File: config.mk
export PLATFORM = sky130hd
export DESIGN_NAME = ethernet_receive_data_flat
export DESIGN_NICKNAME = d
export VERILOG_FILES = /design/src/rtl/eth_pkg.sv /design/src/rtl/ethernet_receive_data_if.sv /design/src/rtl/eth_crc32_nibble.sv /design/src/rtl/ethernet_receive_data.sv /design/src/flat_wrapper.sv
export SDC_FILE = /design/constraint.sdc
export NUM_CORES = 1
export LEC_CHECK = 0
export BUFFER_PORTS_ARGS = -buffer_cell sky130_fd_sc_hd__buf_2
export CORE_ASPECT_RATIO = 1.25
export CORE_MARGIN = 2
export CORE_UTILIZATION = 35
export DETAILED_ROUTE_END_ITERATION = 6
export SYNTH_ARGS = -nofsm -noshare
export SYNTH_HDL_FRONTEND = slang
export SYNTH_HIERARCHICAL = 1
export SYNTH_SLANG_ARGS = --single-unit
File: constraint.sdc
create_clock -name ETH_RX_CLK -period 4 [get_ports ETH_RX_CLK]
set_input_delay 0.8 -clock ETH_RX_CLK [delete_from_list [all_inputs] [get_ports ETH_RX_CLK]]
set_output_delay 0.8 -clock ETH_RX_CLK [all_outputs]
set_load 0.02 [all_outputs]
File: src/rtl/eth_pkg.sv
`default_nettype none
// +----------------------------------------------------------------------+
// | Module   : eth_pkg                                                    |
// | Brief    : Shared MII receive constants, state encoding, CRC helpers  |
// | Revision : 1.0                                                        |
// +----------------------------------------------------------------------+
package eth_pkg;

    typedef enum logic [1:0] {
        ST_IDLE     = 2'd0,
        ST_PREAMBLE = 2'd1,
        ST_DATA     = 2'd2,
        ST_DROP     = 2'd3
    } rx_state_t;

    localparam logic [3:0]  PREAMBLE_NIBBLE = 4'h5;
    localparam logic [3:0]  SFD_NIBBLE      = 4'hD;
    localparam logic [31:0] CRC32_POLY      = 32'h04C11DB7;
    localparam logic [31:0] CRC32_INIT      = 32'hFFFFFFFF;
    localparam logic [31:0] CRC32_RESIDUE   = 32'hC704DD7B;

    function automatic logic [31:0] bit_reverse32(input logic [31:0] v);
        logic [31:0] r;
        r = '0;
        for (int i = 0; i < 32; i++) begin
            r[i] = v[31-i];
        end
        return r;
    endfunction

endpackage
`default_nettype wire

File: src/rtl/ethernet_receive_data_if.sv
`default_nettype none
// +----------------------------------------------------------------------+
// | Module   : ethernet_receive_data_if                                   |
// | Brief    : MII receive pins plus frame-buffer write/status signals    |
// | Revision : 1.0                                                        |
// +----------------------------------------------------------------------+
interface ethernet_receive_data_if #(
    parameter int ADR_W = 11
);
    logic [3:0]       ETH_RX_DATA;
    logic             ETH_RX_DV;
    logic             ETH_RX_ER;
    logic [7:0]       data;
    logic [ADR_W-1:0] data_adr;
    logic             data_we;
    logic [ADR_W-1:0] frame_len;
    logic             finish;
    logic             error;

    modport master (
        input  ETH_RX_DATA, ETH_RX_DV, ETH_RX_ER,
        output data, data_adr, data_we, frame_len, finish, error
    );

    modport slave (
        output ETH_RX_DATA, ETH_RX_DV, ETH_RX_ER,
        input  data, data_adr, data_we, frame_len, finish, error
    );
endinterface
`default_nettype wire

File: src/rtl/eth_crc32_nibble.sv
`default_nettype none
// +----------------------------------------------------------------------+
// | Module   : eth_crc32_nibble                                           |
// | Brief    : Reflected CRC-32, one nibble per enabled cycle, LSB first  |
// | Revision : 1.0                                                        |
// +----------------------------------------------------------------------+
module eth_crc32_nibble
    import eth_pkg::*;
(
    input  wire logic        clk,
    input  wire logic        rst,
    input  wire logic        clear,
    input  wire logic        en,
    input  wire logic [3:0]  nibble,
    output logic      [31:0] crc
);
    localparam logic [31:0] POLY_REFL = bit_reverse32(CRC32_POLY);

    logic [31:0] crc_q;
    logic [31:0] crc_d;
    logic [31:0] step;

    always_comb begin
        crc_d = crc_q;
        step  = crc_q ^ {28'd0, nibble};
        if (clear) begin
            crc_d = CRC32_INIT;
        end else if (en) begin
            for (int i = 0; i < 4; i++) begin
                step = step[0] ? ((step >> 1) ^ POLY_REFL) : (step >> 1);
            end
            crc_d = step;
        end
    end

    always_ff @(posedge clk or posedge rst) begin
        if (rst) begin
            crc_q <= CRC32_INIT;
        end else begin
            crc_q <= crc_d;
        end
    end

    assign crc = crc_q;
endmodule
`default_nettype wire

File: src/rtl/ethernet_receive_data.sv
`default_nettype none
// +----------------------------------------------------------------------+
// | Module   : ethernet_receive_data                                      |
// | Brief    : MII RX: strip preamble/SFD, pack nibbles, write buffer.    |
// |            Define MII_RX_CRC_CHECK_EN to flag frames with bad FCS.    |
// | Revision : 1.0                                                        |
// +----------------------------------------------------------------------+
module ethernet_receive_data
    import eth_pkg::*;
#(
    parameter int ETH_FRAME_SIZE = 70,
    parameter int ADR_W          = 11
) (
    input  wire logic               ETH_RX_CLK,
    input  wire logic               rst,
    ethernet_receive_data_if.master rx
);
    localparam logic [ADR_W-1:0] FRAME_MAX = ADR_W'(ETH_FRAME_SIZE);

    rx_state_t        state_q, state_d;
    logic             phase_q, phase_d;        // 1 = waiting for high nibble
    logic [3:0]       low_nib_q, low_nib_d;
    logic [ADR_W-1:0] byte_cnt_q, byte_cnt_d;
    logic             sfd_seen_q, sfd_seen_d;
    logic [7:0]       data_q, data_d;
    logic [ADR_W-1:0] data_adr_q, data_adr_d;
    logic             data_we_q, data_we_d;
    logic [ADR_W-1:0] frame_len_q, frame_len_d;
    logic             finish_q, finish_d;
    logic             error_q, error_d;

    logic [3:0] nib;
    logic       dv;
    logic       er;
    logic       sfd_hit;
    logic       crc_bad;

    assign nib     = rx.ETH_RX_DATA;
    assign dv      = rx.ETH_RX_DV;
    assign er      = rx.ETH_RX_ER;
    assign sfd_hit = (state_q == ST_PREAMBLE) && dv && !er && (nib == SFD_NIBBLE);

`ifdef MII_RX_CRC_CHECK_EN
    logic [31:0] crc;

    eth_crc32_nibble u_crc (
        .clk    (ETH_RX_CLK),
        .rst    (rst),
        .clear  (sfd_hit),
        .en     ((state_q == ST_DATA) && dv && !er),
        .nibble (nib),
        .crc    (crc)
    );

    // The running register is LSB-first; the residue constant is MSB-first.
    assign crc_bad = (bit_reverse32(crc) != CRC32_RESIDUE);
`else
    assign crc_bad = 1'b0;
`endif

    always_ff @(posedge ETH_RX_CLK or posedge rst) begin
        if (rst) begin
            state_q <= ST_IDLE;
        end else begin
            state_q <= state_d;
        end
    end

    always_comb begin
        state_d = state_q;
        unique case (state_q)
            ST_IDLE: begin
                if (dv) begin
                    state_d = (nib == PREAMBLE_NIBBLE) ? ST_PREAMBLE : ST_DROP;
                end
            end
            ST_PREAMBLE: begin
                if (!dv)                         state_d = ST_IDLE;
                else if (er)                     state_d = ST_DROP;
                else if (nib == SFD_NIBBLE)      state_d = ST_DATA;
                else if (nib != PREAMBLE_NIBBLE) state_d = ST_DROP;
            end
            ST_DATA: begin
                if (!dv)                                 state_d = ST_IDLE;
                else if (er)                             state_d = ST_DROP;
                else if (phase_q && byte_cnt_q == FRAME_MAX) state_d = ST_DROP;
            end
            ST_DROP: begin
                if (!dv) state_d = ST_IDLE;
            end
            default: state_d = ST_IDLE;
        endcase
    end

    always_comb begin
        phase_d     = phase_q;
        low_nib_d   = low_nib_q;
        byte_cnt_d  = byte_cnt_q;
        sfd_seen_d  = sfd_seen_q;
        data_d      = data_q;
        data_adr_d  = data_adr_q;
        data_we_d   = 1'b0;
        frame_len_d = frame_len_q;
        finish_d    = 1'b0;
        error_d     = error_q;
        unique case (state_q)
            ST_IDLE: begin
                sfd_seen_d = 1'b0;
            end
            ST_PREAMBLE: begin
                if (sfd_hit) begin
                    sfd_seen_d = 1'b1;
                    error_d    = 1'b0;
                    byte_cnt_d = '0;
                    phase_d    = 1'b0;
                end
            end
            ST_DATA: begin
                if (!dv) begin
                    finish_d    = 1'b1;
                    frame_len_d = byte_cnt_q;
                    sfd_seen_d  = 1'b0;
                    if (phase_q || crc_bad) error_d = 1'b1;
                end else if (er) begin
                    error_d = 1'b1;
                end else if (!phase_q) begin
                    low_nib_d = nib;
                    phase_d   = 1'b1;
                end else begin
                    phase_d = 1'b0;
                    if (byte_cnt_q == FRAME_MAX) begin
                        error_d = 1'b1;
                    end else begin
                        data_d     = {nib, low_nib_q};
                        data_adr_d = byte_cnt_q;
                        data_we_d  = 1'b1;
                        byte_cnt_d = byte_cnt_q + 1'b1;
                    end
                end
            end
            ST_DROP: begin
                if (!dv) begin
                    sfd_seen_d = 1'b0;
                    if (sfd_seen_q) begin
                        finish_d    = 1'b1;
                        frame_len_d = byte_cnt_q;
                    end
                end
            end
            default: ;
        endcase
    end

    always_ff @(posedge ETH_RX_CLK or posedge rst) begin
        if (rst) begin
            phase_q     <= 1'b0;
            low_nib_q   <= '0;
            byte_cnt_q  <= '0;
            sfd_seen_q  <= 1'b0;
            data_q      <= '0;
            data_adr_q  <= '0;
            data_we_q   <= 1'b0;
            frame_len_q <= '0;
            finish_q    <= 1'b0;
            error_q     <= 1'b0;
        end else begin
            phase_q     <= phase_d;
            low_nib_q   <= low_nib_d;
            byte_cnt_q  <= byte_cnt_d;
            sfd_seen_q  <= sfd_seen_d;
            data_q      <= data_d;
            data_adr_q  <= data_adr_d;
            data_we_q   <= data_we_d;
            frame_len_q <= frame_len_d;
            finish_q    <= finish_d;
            error_q     <= error_d;
        end
    end

    assign rx.data      = data_q;
    assign rx.data_adr  = data_adr_q;
    assign rx.data_we   = data_we_q;
    assign rx.frame_len = frame_len_q;
    assign rx.finish    = finish_q;
    assign rx.error     = error_q;
endmodule
`default_nettype wire

File: src/flat_wrapper.sv
// flat-port wrapper written by rule: the top's interface ports become plain ports
module ethernet_receive_data_flat import eth_pkg::*;
#(
    parameter int ETH_FRAME_SIZE = 70,
    parameter int ADR_W          = 11
)
  (ETH_RX_CLK, rst, rx_ETH_RX_DATA, rx_ETH_RX_DV, rx_ETH_RX_ER, rx_data, rx_data_adr, rx_data_we, rx_frame_len, rx_finish, rx_error);
  ethernet_receive_data_if #(.ADR_W(ADR_W)) rx_i ();
  input  wire logic ETH_RX_CLK;
  input  wire logic rst;
  input wire logic [$bits(rx_i.ETH_RX_DATA)-1:0] rx_ETH_RX_DATA;
  input wire logic [$bits(rx_i.ETH_RX_DV)-1:0] rx_ETH_RX_DV;
  input wire logic [$bits(rx_i.ETH_RX_ER)-1:0] rx_ETH_RX_ER;
  output wire logic [$bits(rx_i.data)-1:0] rx_data;
  output wire logic [$bits(rx_i.data_adr)-1:0] rx_data_adr;
  output wire logic [$bits(rx_i.data_we)-1:0] rx_data_we;
  output wire logic [$bits(rx_i.frame_len)-1:0] rx_frame_len;
  output wire logic [$bits(rx_i.finish)-1:0] rx_finish;
  output wire logic [$bits(rx_i.error)-1:0] rx_error;
  assign rx_i.ETH_RX_DATA = rx_ETH_RX_DATA;
  assign rx_i.ETH_RX_DV = rx_ETH_RX_DV;
  assign rx_i.ETH_RX_ER = rx_ETH_RX_ER;
  assign rx_data = rx_i.data;
  assign rx_data_adr = rx_i.data_adr;
  assign rx_data_we = rx_i.data_we;
  assign rx_frame_len = rx_i.frame_len;
  assign rx_finish = rx_i.finish;
  assign rx_error = rx_i.error;
  ethernet_receive_data #(.ETH_FRAME_SIZE(ETH_FRAME_SIZE), .ADR_W(ADR_W)) u_core (.ETH_RX_CLK(ETH_RX_CLK), .rst(rst), .rx(rx_i));
endmodule
=== Word-level counts from Yosys, hierarchy flattened ===
Index checks and enable logic that the tools add are counted.

* Register bits: 52
* Bits of input ports: 8
* Word-level logic and storage cells: 98

* Eq/ne operators: 22
* Reduce and logical (&&, ||, !) cells: 17
* Add/subtract/negate cells: 1
* Mux-type cells: 44
* Bitwise logic cells: 3

{| class="wikitable"
|+ Operators with widths
! cell !! number
|-
| two-way mux 11 bit || 8
|-
| one-hot mux 11 bit (2 select lines) || 2
|-
| two-way mux 2 bit || 10
|-
| two-way mux 1 bit || 19
|-
| AND reduction 4 bit || 4
|-
| inequality test 2 bit, second input constant || 7
|-
| inequality test 4 x 3 -> 1 bit, second input constant || 3
|-
| adder 11 x 1 -> 11 bit, second input constant || 1
|-
| == test 11 x 7 -> 1 bit, second input constant || 1
|-
| AND reduction 5 bit || 2
|-
| one-hot mux 2 bit (4 select lines) || 1
|-
| inequality test 2 x 1 -> 1 bit, second input constant || 3
|-
| inequality test 3 x 2 -> 1 bit, second input constant || 2
|-
| one-hot mux 1 bit (2 select lines) || 3
|-
| AND reduction 6 bit || 1
|-
| inequality test 5 bit, second input constant || 1
|-
| == test 2 bit, second input constant || 2
|-
| == test 4 x 3 -> 1 bit, second input constant || 1
|-
| == test 4 bit, second input constant || 1
|-
| logical AND 1 bit || 4
|-
| nonzero test 2 bit || 2
|-
| NOT 1 bit || 3
|-
| one-hot mux 1 bit (3 select lines) || 1
|-
| == test 2 x 1 -> 1 bit, second input constant || 1
|-
| 4 further kinds || 4
|}

=== Longest topological paths before layout ===
* Word-level depth: 6
* Gate-level depth with buffers: 8
* Depth with buffers taken out: 7

=== Worst setup path after synthesis ===
OpenSTA, ideal clock, no wires.

* Path type: input port to flip-flop
* From: input rx_ETH_RX_DATA[1]
* To: register u_core.byte_cnt_q[10]
* Setup time: 77 ps
* Setup slack: 1787 ps
* Stages: 5
* Data arrival time: 2135 ps
* Path through: nand3b_1 nor4_4 o2bb2ai_2 or4_1 a21oi_1

* Cells in the longest elaborated chain, start to end: 4

{| class="wikitable"
|+ RTL lines
! item !! line !! source
|-
| from (decl) || flat_wrapper.sv:11 || <nowiki>input wire logic [$bits(rx_i.ETH_RX_DATA)-1:0] rx_ETH_RX_DATA;</nowiki>
|-
| == test 4 bit || ethernet_receive_data.sv:41 || <nowiki>assign sfd_hit = (state_q == ST_PREAMBLE) && dv && !er && (nib == SFD_NIBBLE);</nowiki>
|-
| logical AND 1 bit || ethernet_receive_data.sv:41 ||
|-
| inequality test 2 x 1 -> 1 bit (no line) || n/a ||
|-
| AND reduction 6 bit (no line) || n/a ||
|-
| to (signal assigned) || ethernet_receive_data.sv:169 || <nowiki>byte_cnt_q <= byte_cnt_d;</nowiki>
|-
| to (decl) || ethernet_receive_data.sv:23 || <nowiki>logic [ADR_W-1:0] byte_cnt_q, byte_cnt_d;</nowiki>
|}

Every way passes these cells.
A chain may end at the register's enable or synchronous reset.

=== Worst setup path after layout ===
* From: register u_core.byte_cnt_q[9]
* To: register u_core.byte_cnt_q[9]

* Cells in the longest elaborated chain, start to end: 6
* Elaborated cells between the ends (all ways): 9

{| class="wikitable"
|+ RTL lines
! item !! line !! source
|-
| adder 11 x 1 -> 11 bit || ethernet_receive_data.sv:137 || <nowiki>byte_cnt_d = byte_cnt_q + 1'b1;</nowiki>
|-
| two-way mux 11 bit || ethernet_receive_data.sv:131 || <nowiki>if (byte_cnt_q == FRAME_MAX) begin</nowiki>
|-
| two-way mux 11 bit || ethernet_receive_data.sv:126 || <nowiki>end else if (!phase_q) begin</nowiki>
|-
| two-way mux 11 bit || ethernet_receive_data.sv:124 || <nowiki>end else if (er) begin</nowiki>
|-
| two-way mux 11 bit || ethernet_receive_data.sv:119 || <nowiki>if (!dv) begin</nowiki>
|-
| one-hot mux 11 bit (2 select lines) || ethernet_receive_data.sv:106 || <nowiki>unique case (state_q)</nowiki>
|}

Several ways; a longest one is shown, not always the timed one. The select of a mux whose other input is x is not followed.

==> metrics.yaml <==
drc: 0
ant_nets: 0
ys_ff_latch: 52
cts_tree: "done"
synth_nets: 255
max_slew.worst_pin.slew_ns: 1.08
critPathMaxStageDelay_ns: 0.63
synth_compound_area_frac: 0.128
clockBufferDepth: 2
io_pins: 41
r2r-start: "u_core/byte_cnt_q[9]$_DFFE_PP0P_"
drive_gt1_frac: 0.232
final_hold_viol_count: 0
synth_seq_area_share: 0.558
antennaDiodeCount: 0
fin_util: 0.413
cts_root_buffer: "clkbuf_8"
crit_required_ns: 4.24
holdWs_ns: 0.472
hold_buffers: 0
period_share: 0.601
antenna_found_initial: 0
fp.dieH_um: 95.2
min_period_ns: 2.40
timing.rr.end: "u_core/byte_cnt_q[9]$_DFFE_PP0P_"
fmax_ghz: 0.416
htree_levels: 2
io_buffers: 40
crit_type: "register to register"
placed_cell_area_um2: 2600
finalInstanceArea_um2: 2690
path_clk_slew_ns: 0.09
syn_inst: 245
mostFrequentLayoutCells: "nand2_1 (88), dfrtp_1 (52), buf_2 (40)"
cts_resized: 0
grt-ovfl-total: 0
min_path_type: "register to register"
r2r_slack_ns: 1.60
cts_buffers: 5
area_growth_syn_to_layout_pct: 15.6
post_cts_buffers: 0
cp_slowest_cell: "or4b_1"
layout.nets: 295
worst_slack_ns: 1.60
yosysWarningCount: 6
multiInputGateArea_um2: 943
final_common_cell: "nand2_1"
p_leak_nw: 1.36
fin_cells: 372
clock-sinks: 52
crit_chain: "or4b_1 > o311ai_4 > buf_4 > nor3_1 > a21oi_1 > o21a_1"
p_total_mw: 1.35
core_region_area_um2: 6520
die_area_um2: 7330
seqCellArea_um2: 1300
dp_cells: 365
grt_pass1_wl_um: 8780
synthAdderAreaFrac: 0.0107
synthMuxAreaShare: 0.0193
vias: 1823
worstHoldStart: "u_core/low_nib_q[0]$_DFFE_PP0P_"
irDropWorstVdd_uv: 234
comb_power_share: 0.253
yosysUniqueCellTypes: 41
path_depth: 6
syn_area_um2: 2330
grt.total_usage: 0.151
end_kind: "register"
wire_per_inst_um: 13.9
crit_family: "compound AO/OA/AOI/OAI gates"
fin_skew_ns: 0.0110
synth_ff_type: "dfrtp_1"
yosys.area_share.simple: 0.247
viasPerCell: 4.90
max_cap_violations: 0
outcome: "finished, final reports clean"
async_flop_share: 1.00
num-fill-cells: 687
cp-startpoint: "u_core/byte_cnt_q[9]$_DFFE_PP0P_"
p_int_mw: 0.890
cp_max_fo: 15
synthXorXnorAreaFrac: 0
crit_path_start_kind: "register"
crit_end: "u_core/byte_cnt_q[9]$_DFFE_PP0P_"
fp.dieW_um: 77.0
swShare: 0.342
gp_congestion: 0.828
start_util: 0.357
cp.arrival_ns: 2.64
place_hpwl_um: 3600
seq_power_share: 0.523
grt_max_degree: 53
powerDensity_nw_per_um2: 503
pre_cts_slack_ns: 1.35
drt_iter0_drc: 85
grt_setup_unrepaired: "no"
synth_area_per_cell_um2: 9.51
finalMaxSlewViolations: 0
drtPass1Iterations: 4
worst-path-buf-inv: 1
grt_pass1_vias: 1744
max-slew-margin-rel: 0.280
fin_tns_setup_ns: 0
p_clk_frac: 0.225
clk_latency_ns: 0.30
synth_top_family_by_area: "simple AND/OR/NAND/NOR gates"
synth-edff-count: 0
finalSetupViolCount: 0
num_rows: 33
r2r.worst_path.cells: 6
drt-total-wl_um: 5160
switchingPower_mw: 0.464
[worst min-delay path by stage]
stage	end	depth (start not counted)
3_3_place_gp	u_core/rx.data[0]$_DFFE_PP0P_	2
3_5_place_dp	u_core/rx.data[0]$_DFFE_PP0P_	2
2_1_floorplan	u_core/rx.data[0]$_DFFE_PP0P_	2
5_1_grt	u_core/rx.data[5]$_DFFE_PP0P_	2
4_1_cts	u_core/rx.data[3]$_DFFE_PP0P_	2
6_report	u_core/rx.data[0]$_DFFE_PP0P_	2
[logic make-up after synthesis]
logic type | after synthesis
and+or+nand+nor | 125
DFF | 52
AOI/OAI and AO/OA | 44
buffers and inverters | 18
muxes | 4
adders and majority gates | 2
[power by group through the flow]
stage                     sequential [mW]  combinational, mW  clock, mW
final                               0.708              0.342      0.304
after global routing                0.725              0.384      0.336
after CTS                           0.709              0.348      0.320
after detailed placement            0.720              0.346          0
after global placement              0.718              0.344          0
after floorplan                     0.778              0.172          0
[flip-flops by register name, summed over array words and instances, names as in the netlist, 2 cells and up]
name and cells:
u_core/byte_cnt_q 11, u_core/rx.data_adr 11, u_core/rx.frame_len 11, u_core/rx.data 8, u_core/low_nib_q 4, u_core/state_q 2
[metal layers]
| layer | vias to the layer above | track usage | wire (µm) |
|---|---|---|---|
| met5 | - | 0 | 0 |
| met4 | 0 | 0.0357 | 43 |
| met3 | 4 | 0.0341 | 220 |
| met2 | 37 | 0.258 | 2470 |
| met1 | 873 | 0.198 | 2430 |
| li1 | 909 | - | - |
[worst register-to-register path, delay by kind of cell (launching register included)]
kind / cells / cell delay (ns)
compound gates: 3 / 0.82
simple gates: 2 / 0.73
flops: 1 / 0.47
buf+inv: 1 / 0.33
[synthesized netlist by cell type (2+ instances only)]
| library cell | instances | area [µm²] |
|---|---|---|
| nand2b_1 | 2 | 12.5 |
| o21ai_0 | 17 | 85.1 |
| inv_2 | 2 | 7.51 |
| or3_1 | 3 | 18.8 |
| nand3b_1 | 2 | 15.0 |
| o21a_1 | 2 | 15.0 |
| nor3_1 | 4 | 20.0 |
| nand2_1 | 88 | 330 |
| buf_2 | 3 | 15.0 |
| dfrtp_1 | 52 | 1300 |
| o31ai_1 | 4 | 30.0 |
| o21ai_1 | 2 | 10.0 |
| clkbuf_1 | 4 | 15.0 |
| nor2_1 | 10 | 37.5 |
| a21oi_1 | 9 | 45.0 |
| mux2_2 | 4 | 45.0 |
| buf_6 | 2 | 22.5 |
| ha_1 | 2 | 25.0 |
| inv_1 | 6 | 22.5 |
| nand3_1 | 4 | 20.0 |
| nand4b_1 | 2 | 17.5 |
| or3_2 | 2 | 15.0 |
[cell type report]
cell class,count,area share
multi-input combinational,175,0.350
clock inverter,1,0.00325
tap,87,0.0404
sequential,52,0.483
timing repair buffer,42,0.0799
clock buffer,6,0.0307
inverter,9,0.0125
Power figures use the tool's default switching activity.
